### src/rtl/cpu_control_fsm.sv
// Multi-cycle CPU control unit: sequences fetch/decode/execute/memory/writeback,
// owns the program counter, retired-instruction count and the memory-timeout fault.
module cpu_control_fsm #(
  parameter logic [12:0] RESET_PC    = 13'h0000,
  parameter int unsigned MEM_TIMEOUT = 64
) (
  input  logic        clk,
  input  logic        reset,
  input  logic        run,
  input  logic        memDone,
  input  logic [2:0]  opcode,
  input  logic        BEQ,
  input  logic [12:0] newPC,
  output logic        read,
  output logic        write,
  output logic        instruction,
  output logic        instructionType,
  output logic [2:0]  ALU_Op,
  output logic [12:0] PC,
  output logic        irLoad,
  output logic        regWrite,
  output logic        error,
  output logic [15:0] instr_count
);

  typedef enum logic [3:0] {
    S_IDLE,
    S_FETCH,
    S_DECODE,
    S_EXECUTE,
    S_MEM_RD,
    S_MEM_WR,
    S_WRITEBACK,
    S_BRANCH,
    S_FAULT
  } state_t;

  localparam logic [2:0] OP_ADD  = 3'b000;
  localparam logic [2:0] OP_SUB  = 3'b001;
  localparam logic [2:0] OP_AND  = 3'b010;
  localparam logic [2:0] OP_OR   = 3'b011;
  localparam logic [2:0] OP_LW   = 3'b101;
  localparam logic [2:0] OP_SW   = 3'b110;
  localparam logic [2:0] OP_BEQ  = 3'b111;

  localparam logic [2:0] ALU_ADD = 3'b000;
  localparam logic [2:0] ALU_SUB = 3'b001;
  localparam logic [2:0] ALU_AND = 3'b010;
  localparam logic [2:0] ALU_OR  = 3'b011;

  // The wait counter counts completed idle wait cycles; the last allowed one is LIMIT-1.
  localparam logic [7:0] WAIT_LAST = 8'(MEM_TIMEOUT - 1);

  state_t      state_q;
  state_t      state_d;
  logic [2:0]  op_q;
  logic [7:0]  wait_cnt_q;
  logic [12:0] pc_q;
  logic [15:0] instr_cnt_q;
  logic        error_q;

  logic        in_wait;
  logic        wait_expired;
  logic        retire;
  logic [12:0] pc_next;

  function automatic logic [2:0] alu_sel(input logic [2:0] op);
    case (op)
      OP_SUB, OP_BEQ: alu_sel = ALU_SUB;
      OP_AND:         alu_sel = ALU_AND;
      OP_OR:          alu_sel = ALU_OR;
      default:        alu_sel = ALU_ADD;
    endcase
  endfunction

  function automatic logic [12:0] pc_inc(input logic [12:0] pc);
    pc_inc = pc + 13'd1;
  endfunction

  always_comb begin
    state_d      = state_q;
    in_wait      = (state_q == S_FETCH) || (state_q == S_MEM_RD) || (state_q == S_MEM_WR);
    wait_expired = (wait_cnt_q == WAIT_LAST);
    case (state_q)
      S_IDLE:      if (run) state_d = S_FETCH;
      S_FETCH: begin
        if (memDone)           state_d = S_DECODE;
        else if (wait_expired) state_d = S_FAULT;
      end
      S_DECODE:    state_d = S_EXECUTE;
      S_EXECUTE: begin
        case (op_q)
          OP_LW:   state_d = S_MEM_RD;
          OP_SW:   state_d = S_MEM_WR;
          OP_BEQ:  state_d = S_BRANCH;
          default: state_d = S_WRITEBACK;
        endcase
      end
      S_MEM_RD: begin
        if (memDone)           state_d = S_WRITEBACK;
        else if (wait_expired) state_d = S_FAULT;
      end
      S_MEM_WR: begin
        if (memDone)           state_d = S_FETCH;
        else if (wait_expired) state_d = S_FAULT;
      end
      S_WRITEBACK: state_d = S_FETCH;
      S_BRANCH:    state_d = S_FETCH;
      S_FAULT:     state_d = S_FAULT;
      default:     state_d = S_IDLE;
    endcase
  end

  // An instruction retires on the cycle that hands control back to FETCH.
  always_comb begin
    retire  = (state_q == S_WRITEBACK) || (state_q == S_BRANCH) ||
              ((state_q == S_MEM_WR) && memDone);
    pc_next = ((state_q == S_BRANCH) && BEQ) ? newPC : pc_inc(pc_q);
  end

  always_ff @(posedge clk) begin
    if (reset) begin
      state_q     <= S_IDLE;
      op_q        <= 3'b000;
      wait_cnt_q  <= 8'd0;
      pc_q        <= RESET_PC;
      instr_cnt_q <= 16'd0;
      error_q     <= 1'b0;
    end else begin
      state_q <= state_d;
      if (state_q == S_DECODE) op_q <= opcode;
      // Staying in a wait state means memDone was low; any other move restarts the count.
      if (in_wait && !memDone && (state_d == state_q)) wait_cnt_q <= wait_cnt_q + 8'd1;
      else                                             wait_cnt_q <= 8'd0;
      if (retire) begin
        pc_q        <= pc_next;
        instr_cnt_q <= instr_cnt_q + 16'd1;
      end
      if (state_d == S_FAULT) error_q <= 1'b1;
    end
  end

  always_comb begin
    read            = 1'b0;
    write           = 1'b0;
    instruction     = 1'b0;
    instructionType = 1'b0;
    ALU_Op          = ALU_ADD;
    regWrite        = 1'b0;
    irLoad          = 1'b0;
    case (state_q)
      S_FETCH: begin
        read        = 1'b1;
        instruction = 1'b1;
        irLoad      = memDone;
      end
      S_EXECUTE: begin
        ALU_Op          = alu_sel(op_q);
        instructionType = op_q[2];
      end
      S_MEM_RD: begin
        read            = 1'b1;
        instructionType = op_q[2];
      end
      S_MEM_WR: begin
        write           = 1'b1;
        instructionType = op_q[2];
      end
      S_WRITEBACK: begin
        regWrite        = 1'b1;
        instructionType = op_q[2];
      end
      S_BRANCH: begin
        ALU_Op          = ALU_SUB;
        instructionType = 1'b1;
      end
      default: ;
    endcase
  end

  assign PC          = pc_q;
  assign error       = error_q;
  assign instr_count = instr_cnt_q;

endmodule

### config.mk
export PLATFORM = sky130hd
export DESIGN_NAME = cpu_control_fsm
export DESIGN_NICKNAME = d
export VERILOG_FILES = /design/src/rtl/cpu_control_fsm.sv
export SDC_FILE = /design/constraint.sdc
export NUM_CORES = 1
export LEC_CHECK = 0
export CORE_UTILIZATION = 50
export CTS_BUF_LIST = sky130_fd_sc_hd__clkbuf_8
export DETAILED_ROUTE_END_ITERATION = 6
export HOLD_SLACK_MARGIN = 0.1
export PLACE_DENSITY = 0.82
export SYNTH_ARGS = -nofsm -noshare
export SYNTH_HDL_FRONTEND = slang
export SYNTH_SLANG_ARGS = --single-unit
### constraint.sdc
create_clock -name clk -period 3.4 [get_ports clk]
set_clock_uncertainty 0.2 [all_clocks]
set_input_delay 0.68 -clock clk [delete_from_list [all_inputs] [get_ports clk]]
set_output_delay 0.68 -clock clk [all_outputs]
set_load 0.1 [all_outputs]
==> results by group <==
Status
  • Run status: complete, but fails checks
  • Failing checks: DRC

Worst setup path
  • Critical path required time: 3.43 ns
  • Register-to-Register Path Depth: 4
  • Worst EP arrival: 2.71 ns
  • CP Capture Type: register
  • Startpoint type of the worst setup path: input pin
  • Setup CP Type: in2reg
  • Crit path max fanout: 11

Detailed routing
  • Vias: 2314
  • DR vias/cell: 5.86
  • Drt pass-1 iters: 7
  • Initial DRC count: 197
  • Routed WL: 5.56 mm
  • DR WL/cell: 14.1 um
  • DRC Markers: 10
  • Antenna-violating nets left: 0

Logic synthesis
  • Net Count, Synth: 315
  • FF+latch count, synth: 45
  • Synth cell types: 51
  • Async set-reset flop share out of synthesis: 0
  • Post-synth top flop: dfxtp_1
  • Synthesized area: 0.00236 mm2
  • YS warnings: 0
  • Gate Count Post-Synth: 291
  • Post-synth EDFFs: 0
  • Sequential area share after synthesis: 0.382
  • Synth Area per Inst: 8.10 um2

Timing
  • Least-Margin Pin Slew: 0.602 ns
  • Final Setup Violations: 0
  • Setup_tns: 0 ns
  • Final hold violations: 0
  • RSZ-0062 raised after global routing: false
  • Fmax: 373 MHz
  • Fin crit period: 2.68 ns
  • Final period util: 0.788
  • Fin Hold WS: 0.252 ns
  • Final Slew Violations: 0
  • Final worst slack: 0.720 ns
  • Slew HR: 0.595

Die
  • Initial core utilization: 0.530
  • Num rows: 24
  • Full die area: 0.00499 mm2
  • Die Width: 70.7 um
  • Core Area: 0.00444 mm2
  • Die Ht: 70.7 um
  • IO Pins: 60

Hold path
  • Hold Path Depth: 2
  • Min-delay worst type: reg2reg

Placement
  • DP Worst Slack: 0.415 ns
  • Port Buffers: 58
  • Dpl cell area: 0.00288 mm2
  • GP Congestion: 0.891
  • Hpwl dp: 3.95 mm

Global routing
  • GR Layer Usage met2: 0.388
  • Initial antenna violation count: 0
  • Met1 usage: 0.300
  • GRT Total Usage: 0.229
  • Remaining global-route overflow: 0
  • Largest net degree at the start of global routing: 32
  • Busiest grt layer: met2
  • Vias in the first global route: 2075
  • Met3 Use GR: 0.0385
  • Global-route wire length before repair: 9.33 mm

CTS
  • Max Buffers Root-to-Sink: 2
  • CTS Buf Count: 5
  • Post-CTS setup buffers: 0
  • Clock slew at reported path FFs: 0.08 ns
  • Hold Buf Count CTS: 0
  • Root buf cell: clkbuf_8
  • CTS tree: done
  • Clk sinks: 45
  • Cts repair resizes: 0
  • H-tree levels: 2
  • Clk_lat worst skew: 0.29 ns

Final layout
  • Reg area: 901 um2
  • Design area: 0.00297 mm2
  • Final Net Count: 367
  • Ratio of cells with drive above 1 in the final layout: 0.155
  • # fillers: 381
  • Diode count: 0
  • Syn-to-layout area delta: 26.0%
  • Multi-input combinational cell area: 0.00137 mm2

Power
  • Peak supply drop: 0.226 mV
  • Final Total Pwr: 1.05 mW
  • Leakage: 1.07 nW
  • Cell Pwr Density: 355 mW/mm2

Job
  • Max-cap viol count: 0
## cells in the mapped netlist, types with 2 or more instances
| master | number | area share |
|---|---|---|
| a31oi_1 | 3 | 0.0080 |
| o22ai_1 | 3 | 0.0080 |
| ha_1 | 3 | 0.016 |
| nor2b_1 | 3 | 0.0080 |
| a21oi_1 | 27 | 0.057 |
| buf_2 | 5 | 0.011 |
| a22oi_1 | 4 | 0.013 |
| o31ai_1 | 4 | 0.013 |
| or4_1 | 4 | 0.013 |
| inv_1 | 8 | 0.013 |
| o21ai_1 | 6 | 0.013 |
| and4b_1 | 2 | 0.0085 |
| xor2_1 | 6 | 0.022 |
| nand2b_1 | 6 | 0.016 |
| nand3_1 | 16 | 0.034 |
| o211ai_1 | 4 | 0.013 |
| and2_1 | 3 | 0.0080 |
| nor4b_1 | 2 | 0.0074 |
| nor4_1 | 4 | 0.011 |
| nand4_1 | 8 | 0.021 |
| and4_1 | 2 | 0.0074 |
| a211oi_1 | 6 | 0.019 |
| nand2_1 | 17 | 0.027 |
| dfxtp_1 | 45 | 0.38 |
| clkbuf_1 | 10 | 0.016 |
| and3_1 | 5 | 0.013 |
| or2_1 | 2 | 0.0053 |
| nor3_1 | 5 | 0.011 |
| xnor2_1 | 9 | 0.033 |
| nor2_1 | 28 | 0.045 |
| o21ai_0 | 8 | 0.017 |
| mux2i_1 | 5 | 0.021 |
| or3_1 | 10 | 0.027 |
## through the flow
step                       util  std cells
after floorplan               -        291
after global placement    0.649        388
after detailed placement  0.649        388
after CTS                 0.668        395
after global routing      0.668        395
final                     0.668        395
## routing by layer
metal | share of wire | wire length [um] | up-vias
met4 | 0.012 | 64 | 0
met5 | 0 | 0 | -
met3 | 0.049 | 272 | 6
met2 | 0.48 | 2650 | 64
met1 | 0.46 | 2570 | 1076
li1 | - | - | 1168
## kinds of logic after synthesis
family | synth area share
other | 0.00159
flip-flops | 0.382
XOR/XNOR | 0.0557
adder cells (fa/ha/maj) | 0.0159
AND/OR/NAND/NOR | 0.287
buffers and inverters | 0.0425
AO/OA/AOI/OAI | 0.189
multiplexers | 0.0260
## cells in the final DEF (no fill, tap or decap), drive strengths merged, types with 2 or more instances in the layout
cell,netlist,final
dfxtp,45,45
buf,6,41
nor2,29,29
a21oi,27,27
clkdlybuf4s50,0,20
nand2,17,17
nand3,16,16
o21ai,14,14
or3,10,10
xnor2,9,9
inv,8,9
nand4,9,9
nand2b,6,6
xor2,6,6
a211oi,6,6
clkbuf,10,6
and3,5,5
mux2i,5,5
nor3,5,5
nor4,4,4
a22oi,4,4
o211ai,4,4
or4,4,4
o31ai,4,4
and2,3,3
a31oi,3,3
nor2b,3,3
o22ai,3,3
ha,3,3
and4,3,3
and4b,2,2
nor4b,2,2
or2,2,2
## final timing paths
check | start | to | slack (ns)
worst max register to register | state_q[2] | instr_count[13] | 1.05
worst max-delay path | memDone | instr_count[13] | 0.72
worst min register to register | error | error | 0.25
worst min-delay path | error | error | 0.25
## final cells by class
class,instances,share of cell area
tap,52,0.0219
sequential,45,0.303
timing repair buffer,61,0.175
inverter,8,0.0101
multi-input combinational,222,0.460
clock buffer,6,0.0278
clock inverter,1,0.00126
## flip-flops by register name (all words and copies together), names as in the netlist
signal       cells
PC              13
wait_cnt_q       8
instr_count     16
error            1
op_q             3
state_q          4
## critical path, stage by stage
cell and delay [ns]:
clkdlybuf4s50_1 0.64, a21o_1 0.27, nand4_1 0.37, or4_1 0.59
a21oi_1 0.15
## power breakdown
group	switching, mW	leakage, nW	internal [mW]
clock	0.167	0.0485	0.158
sequential	0.0198	0.363	0.536
combinational	0.115	0.654	0.0577
total	0.302	1.07	0.752
Note: power is estimated with default switching activity, not from simulation.
